--- src/rtl/code_parse_stage_pkg.sv ---
// Shared definitions for the code parse stage: class encodings and default widths.
package code_parse_stage_pkg;

  // Default instruction code width and opcode field width.
  localparam int unsigned DEF_CODE_W = 16;
  localparam int unsigned DEF_OPC_W  = 4;

  // Width of the saturating accept counter.
  localparam int unsigned ACC_W = 16;

  // Per-entry metadata stored next to the raw code: {illegal, class}.
  localparam int unsigned META_W = 3;

  // Instruction class encodings as presented on out_class.
  typedef enum logic [1:0] {
    CLS_NOP  = 2'd0,
    CLS_ALU  = 2'd1,
    CLS_LDST = 2'd2,
    CLS_BR   = 2'd3
  } cls_e;

endpackage : code_parse_stage_pkg

--- src/rtl/parse_fifo.sv ---
// Parse FIFO: DEPTH-entry ready/valid queue with registered status flags.
// Ports:
//   clk, rst          clock, synchronous active-high reset
//   push_valid/ready  write handshake; push_ready is registered and never
//                     looks at pop_ready in the same cycle
//   push_data         entry to enqueue
//   pop_valid/ready   read handshake; pop_valid is registered (occupancy != 0)
//   pop_data          head entry, read straight from storage
//   full              registered, always the inverse of push_ready
module parse_fifo
  import code_parse_stage_pkg::*;
#(
  parameter int unsigned WIDTH = DEF_CODE_W + META_W,
  parameter int unsigned DEPTH = 4
) (
  input  logic             clk,
  input  logic             rst,
  input  logic             push_valid,
  input  logic [WIDTH-1:0] push_data,
  output logic             push_ready,
  output logic             pop_valid,
  input  logic             pop_ready,
  output logic [WIDTH-1:0] pop_data,
  output logic             full
);

  localparam int unsigned PTR_W = (DEPTH > 1) ? $clog2(DEPTH) : 1;
  localparam int unsigned CNT_W = $clog2(DEPTH + 1);

  logic [WIDTH-1:0] mem [DEPTH];
  logic [PTR_W-1:0] wr_ptr_q;
  logic [PTR_W-1:0] rd_ptr_q;
  logic [CNT_W-1:0] count_q;
  logic [CNT_W-1:0] count_d;
  logic             push;
  logic             pop;

  assign push = push_valid && push_ready;
  assign pop  = pop_valid && pop_ready;

  // Next occupancy; simultaneous push and pop leaves it unchanged.
  always_comb begin
    count_d = count_q;
    if (push && !pop) begin
      count_d = count_q + CNT_W'(1);
    end else if (!push && pop) begin
      count_d = count_q - CNT_W'(1);
    end
  end

  // Pointers, occupancy and registered status flags. DEPTH is a power of
  // two, so the pointers wrap modulo DEPTH by natural overflow.
  always_ff @(posedge clk) begin
    if (rst) begin
      wr_ptr_q   <= '0;
      rd_ptr_q   <= '0;
      count_q    <= '0;
      push_ready <= 1'b0;
      full       <= 1'b1;
      pop_valid  <= 1'b0;
    end else begin
      if (push) wr_ptr_q <= wr_ptr_q + PTR_W'(1);
      if (pop)  rd_ptr_q <= rd_ptr_q + PTR_W'(1);
      count_q    <= count_d;
      push_ready <= (count_d < CNT_W'(DEPTH));
      full       <= (count_d == CNT_W'(DEPTH));
      pop_valid  <= (count_d != '0);
    end
  end

  // Storage carries no reset; contents are don't-care while empty.
  always_ff @(posedge clk) begin
    if (push) begin
      mem[wr_ptr_q] <= push_data;
    end
  end

  assign pop_data = mem[rd_ptr_q];

endmodule : parse_fifo

--- src/rtl/code_parse_stage.sv ---
// Code parse stage: decodes fetched instruction codes at push time and
// queues {illegal, class, code} for the downstream consumer.
// Ports:
//   clk, rst                 clock, synchronous active-high reset
//   in_valid/in_ready        producer handshake, in_code is the raw code
//   back_pressure            inverse of in_ready
//   out_valid/out_ready      consumer handshake on the queue head
//   out_code/class/illegal   head entry fields (don't-care while !out_valid)
//   match_hit                one-cycle pulse after accepting MATCH_CODE
//   accept_cnt               saturating count of accepted codes
module code_parse_stage
  import code_parse_stage_pkg::*;
#(
  parameter int unsigned          CODE_W     = DEF_CODE_W,
  parameter int unsigned          OPC_W      = DEF_OPC_W,
  parameter int unsigned          DEPTH      = 4,
  parameter logic [CODE_W-1:0]    MATCH_CODE = CODE_W'(16'h0002)
) (
  input  logic              clk,
  input  logic              rst,
  input  logic              in_valid,
  input  logic [CODE_W-1:0] in_code,
  output logic              in_ready,
  output logic              back_pressure,
  output logic              out_valid,
  input  logic              out_ready,
  output logic [CODE_W-1:0] out_code,
  output logic [1:0]        out_class,
  output logic              out_illegal,
  output logic              match_hit,
  output logic [ACC_W-1:0]  accept_cnt
);

  localparam int unsigned ENT_W = CODE_W + META_W;

  logic [OPC_W-1:0] opc;
  cls_e             dec_cls;
  logic             dec_ill;
  logic             push;
  logic [ENT_W-1:0] push_data;
  logic [ENT_W-1:0] pop_data;

  assign push = in_valid && in_ready;

  // Decode of the incoming code; an all-ones opcode is illegal and treated as NOP.
  always_comb begin
    opc     = in_code[CODE_W-1 -: OPC_W];
    dec_cls = CLS_NOP;
    dec_ill = 1'b0;
    if (in_code == '0) begin
      dec_cls = CLS_NOP;
    end else if (&opc) begin
      dec_cls = CLS_NOP;
      dec_ill = 1'b1;
    end else if (!opc[OPC_W-1]) begin
      dec_cls = CLS_ALU;
    end else if (!opc[OPC_W-2]) begin
      dec_cls = CLS_LDST;
    end else begin
      dec_cls = CLS_BR;
    end
  end

  assign push_data = {dec_ill, 2'(dec_cls), in_code};

  parse_fifo #(
    .WIDTH (ENT_W),
    .DEPTH (DEPTH)
  ) u_fifo (
    .clk        (clk),
    .rst        (rst),
    .push_valid (in_valid),
    .push_data  (push_data),
    .push_ready (in_ready),
    .pop_valid  (out_valid),
    .pop_ready  (out_ready),
    .pop_data   (pop_data),
    .full       (back_pressure)
  );

  assign out_code    = pop_data[CODE_W-1:0];
  assign out_class   = pop_data[CODE_W +: 2];
  assign out_illegal = pop_data[CODE_W + 2];

  // Match pulse and saturating accept counter.
  always_ff @(posedge clk) begin
    if (rst) begin
      match_hit  <= 1'b0;
      accept_cnt <= '0;
    end else begin
      match_hit <= push && (in_code == MATCH_CODE);
      if (push && (accept_cnt != '1)) begin
        accept_cnt <= accept_cnt + ACC_W'(1);
      end
    end
  end

endmodule : code_parse_stage

--- config.mk ---
export PLATFORM = sky130hd
export DESIGN_NAME = code_parse_stage
export DESIGN_NICKNAME = d
export VERILOG_FILES = /design/src/rtl/code_parse_stage_pkg.sv /design/src/rtl/parse_fifo.sv /design/src/rtl/code_parse_stage.sv
export SDC_FILE = /design/constraint.sdc
export NUM_CORES = 1
export LEC_CHECK = 0
export BUFFER_PORTS_ARGS = -buffer_cell sky130_fd_sc_hd__buf_4
export CAP_MARGIN = 5
export CORE_AREA = 2 2 94 142
export DETAILED_ROUTE_END_ITERATION = 8
export DIE_AREA = 0 0 96 144
export PLACE_DENSITY = 0.49
export SLEW_MARGIN = 10
export SYNTH_ARGS = -nofsm -noshare
export SYNTH_HDL_FRONTEND = slang
export SYNTH_HIERARCHICAL = 1
export SYNTH_SLANG_ARGS = --single-unit
--- constraint.sdc ---
create_clock -name clk -period 5.35 [get_ports clk]
set_input_delay 1.07 -clock clk [delete_from_list [all_inputs] [get_ports clk]]
set_output_delay 1.07 -clock clk [all_outputs]
set_load 0.02 [all_outputs]
Word level (Yosys, flattened, before mapping)
Memory sizes are Yosys's and may differ from the RTL's. A register that Yosys moved wholly into a read port is not among the register bits. Index checks and enable logic that the tools add are counted.

ROM bits: 0. Input bits: 20. Memories kept: 1. Latch bits: 0. Output and inout port bits: 39. Flip-flop bits (word level): 27. Word-level logic and storage cells: 41. Memory bits (writable): 76.

Memories: u_fifo.mem (words 4, bits a word 19, read ports 1, clocked after memory_dff 1, write ports 1, RTL line parse_fifo.sv:30) `logic [WIDTH-1:0] mem [DEPTH];`.

$mul: 0. Shift operators: 0. Divide/modulo/power cells: 0. Add/sub/neg operators: 5. Reductions and logical operators: 11. Muxes and demuxes: 12. Order comparisons: 1. Eq/ne operators: 3. Bitwise operators: 0.

Operators by type and width (count): $add 16x1->16 const B (1); $eq 16x2->1 const B (1); $logic_not 16->1 (1); $ne 16x16->1 const B (1); $mux 2 (5); $logic_and 1x1->1 (6); $mux 3 (2); $mux 1 (5); $add 2x1->2 const B (2); $reduce_and 4->1 (1); $add 3x1->3 const B (1); $eq 3x3->1 const B (1); $lt 3x3->1 const B (1); $reduce_bool 3->1 (1); $sub 3x1->3 const B (1); $logic_not 1->1 (2).

Depth between registers and ports, before layout
Word-level depth: 6. Gate-level depth with buffers: 6. Depth with buffers taken out: 6.

By module
Netlist, hierarchy kept.

By module, submodules not included: parse_fifo (instances 1, area an instance 3372.0 µm², sequential area each 2522.4 µm², cells an instance 167); code_parse_stage (instances 1, area an instance 960.9 µm², sequential area each 340.3 µm², cells an instance 123).

Least setup slack after synthesis
OpenSTA, ideal clock, no wires.

Path kind: flip-flop to output port. From: register with a tool-made name. To: output out_class[0]. Path buffers: 2. Arrival time: 1.307 ns. Data required time: 4.280 ns. Slack: 2.973 ns. Stages on the path, launching flop included: 4. Cells stage by stage: dfxtp_1 buf_4 buf_4 mux4_2.

RTL lines: to (decl) (RTL line code_parse_stage.sv:28) `output logic [1:0] out_class,`.

==> results by group <==
Synth
  – Commonest cells post-synth: 76 x edfxtp_1, 29 x dfxtp_1, 20 x nand2_1
  – Post-Syn Area per Cell: 14.94 um^2
  – Synth Cell Area: 0.004333 mm^2
  – Distinct cells, synth: 50
  – Top FF cell, synth: edfxtp_1
  – Ys Warns: 6
  – Synth top area share: 0.5267
  – Number of synthesized register bits: 105
  – Synthesized Nets: 317
  – Syn Inst Count: 290
  – Sequential area share after synthesis: 0.6607
  – Post-synth EDFFs: 76
  – Asr flop ratio synth: 0
  – Synth top area cells: edfxtp_1 53%, dfxtp_1 13%, mux4_2 9.9%, ha_1 2.0%, nand2_1 1.7%
  – Most frequent cell after synthesis: edfxtp_1
  – Post-synthesis cell type with the largest combined area: edfxtp_1

Run status
  – Status: complete, no violations

Job
  – Max Cap Viol: 0

Clocking
  – Hold buffer count at CTS: 0
  – CTS Sinks: 105
  – CTS tree: built
  – Postcts setup bufs: 0
  – TritonCTS Buffers: 9
  – Longest Clk Path Bufs: 2
  – Clock Tree Root: clkbuf_16
  – Post-CTS sizing: 0
  – Clock network latency to the later pin of the worst-skew pair: 0.34 ns
  – H-tree depth: 3
  – Clk pin slew, worst setup/hold paths: 0.07 ns

Critical path
  – Crit path capture type: primary output
  – Crit path DAT: 1.93 ns
  – Worst r2r src: accept_cnt[0]
  – Worst Reg-to-Reg Cells: 5
  – RR Endpoint: accept_cnt[14]
  – CP required: 4.28 ns
  – Critical path type: flip-flop to primary output
  – Startpoint types: flip-flop
  – Reg2reg setup slack: 3.37 ns
  – Maximum fanout along the worst path: 19

Timing
  – Achievable frequency: between 0.3 and 0.4 GHz
  – Final-report hold violation count: 0
  – Final setup TNS: 0 ns
  – Clk_skew: 0.004593 ns
  – Unrepaired setup endpoints after global routing: false
  – # setup viols final: 0
  – Crit share post-route: 0.5606
  – Final WS setup: between 2 and 2.5 ns
  – Period minus WS final: 2.999 ns
  – Slew Limit Headroom: 0.3283
  – Worst Max-Slew Pin Slew: 1.006 ns
  – Final Slew Violations: 0

Route
  – Iteration-0 DRC count of the detailed router: 61
  – DRC: 0
  – DR pass1 iterations: 4
  – Wire length per cell: 17.12 um
  – Final WL: 8.782 mm
  – Antenna-violating nets left: 0
  – Total number of vias: roughly 2600
  – Post-DR vias/cell: 5.123

Power and ir drop
  – Worst IR Drop VDD: roughly 200 uV
  – P_leak: 0.001782 uW
  – P per Cell Area: 389.6 mW/mm^2

Hold path
  – Hold path depth: 2
  – Hold_sp: u_fifo/wr_ptr_q[1]
  – Hold WC Path Type: flip-flop to flip-flop
  – Worst hold endpoint: u_fifo/wr_ptr_q[1]

Die
  – Row count: between 50 and 60
  – Die ar.: 0.01382 mm^2
  – Starting density of the core: 0.3412
  – Die height: approximately 140 um
  – Die width: 96 um
  – Core ar.: 0.01270 mm^2
  – # IOs: 59

Layout
  – Total Nets Final: 376
  – Share of cells above drive strength 1: 0.2910
  – Fillers: between 1000 and 1500
  – Syn-to-layout area delta: 20.44%
  – Register area: 0.002863 mm^2
  – Footprint of the multi-input gates: 0.001376 mm^2
  – Antenna Diode Count: 0

Placed design
  – Dpl hpwl: a little under 6 mm
  – Pre-CTS WS: 2.641 ns
  – Gpl congestion: 0.8438
  – PortBufs: 58

Global route
  – Gr ovfl total: 0
  – Initial antenna violation count: 0
  – Largest net degree at the start of global routing: 28
  – First-pass GRT wire length: 14.09 mm
  – Gr usage total: 0.1372
  – Vias in the first global route: 2636
[how the worst max path moves through the flow]
stage / from / endpoint / slack (ns) / cells after the start
4_1_cts: flip-flop / out_class[0] / 2.28 / 2
3_5_place_dp: flip-flop / out_class[0] / 2.64 / 2
5_1_grt: flip-flop / out_illegal / 2.25 / 2
6_report: flip-flop / out_class[0] / 2.35 / 2
2_1_floorplan: flip-flop / out_class[0] / 2.97 / 3
3_3_place_gp: flip-flop / out_class[0] / 2.67 / 2
[cell type report]
cell class	instances	area share
Inverter	9	0.006473
Multi-Input combinational cell	165	0.2637
Sequential cell	105	0.5485
Clock inverter	6	0.01439
Clock buffer	10	0.04387
Tap cell	159	0.03812
Timing Repair Buffer	59	0.08487
[critical path, stage by stage, from the launching register on]
cell	delay (ns)
dfxtp_1	0.98
mux4_2	0.43
buf_4	0.17
[kinds of logic after synthesis]
kind of cell / count (synthesis) / share of synthesized area
multiplexers: 23 / 0.1092
flip-flops: 105 / 0.6607
AND/OR/NAND/NOR: 90 / 0.1120
adder cells (fa/ha/maj): 7 / 0.02021
buffers and inverters: 20 / 0.02165
AO/OA/AOI/OAI: 40 / 0.06440
XOR/XNOR: 5 / 0.01184
[layer usage]
layer | routed length (um) | vias up | global-route usage
met1 | 3732 | 1290 | 0.1620
met5 | 0 | - | 0
met2 | 4473 | 67 | 0.2383
met3 | 419 | 11 | 0.02762
li1 | - | 1260 | -
met4 | 157 | 0 | 0.05865
[stage by stage]
stage	util	area [um^2]	cells	hold slack, ns	power, uW
3_3_place_gp	0.3870	4915	497	0.4886	1391
2_1_floorplan	-	4333	290	0.4692	1254
4_1_cts	0.4110	5219	513	0.5093	2065
5_1_grt	0.4110	5219	513	0.5421	2138
6_report	0.4110	5219	513	0.5010	2033
3_5_place_dp	0.3870	4915	497	0.4991	1395
[placed cells by master, fill, tap and decap left out, types with 3 or more instances in the layout]
cell type  count
or3_1          3
a311oi_1       3
clkbuf_16      9
nand4_1        3
nor3_1         9
edfxtp_1      76
nand2_1       20
and3_2         4
nor2_1        17
nand3_1        9
inv_1          9
ha_1           7
xnor2_1        3
o21ai_0        4
a21oi_1       12
mux4_2        19
a211oi_1       4
a31oi_1        4
buf_4         59
nor4_1         5
dfxtp_1       29
and3_1         5
mux2i_1        3
and2_1         3
[report_power, final]
group          switching (uW)  total (uW)  internal, uW  leakage (uW)
Sequential               41.5         971           929      0.000927
Combinational             210         397           187      0.000710
Clock                     295         665           370      0.000145
Total                     547        2030          1490       0.00178
[registers in the layout, indices dropped and copies added (netlist names), named ones only]
name               flops
match_hit              1
u_fifo/count_q         3
u_fifo/push_ready      1
u_fifo/mem            76
u_fifo/wr_ptr_q        2
u_fifo/pop_valid       1
u_fifo/full            1
u_fifo/rd_ptr_q        2
accept_cnt            16
(Power assumes the default switching activity.)
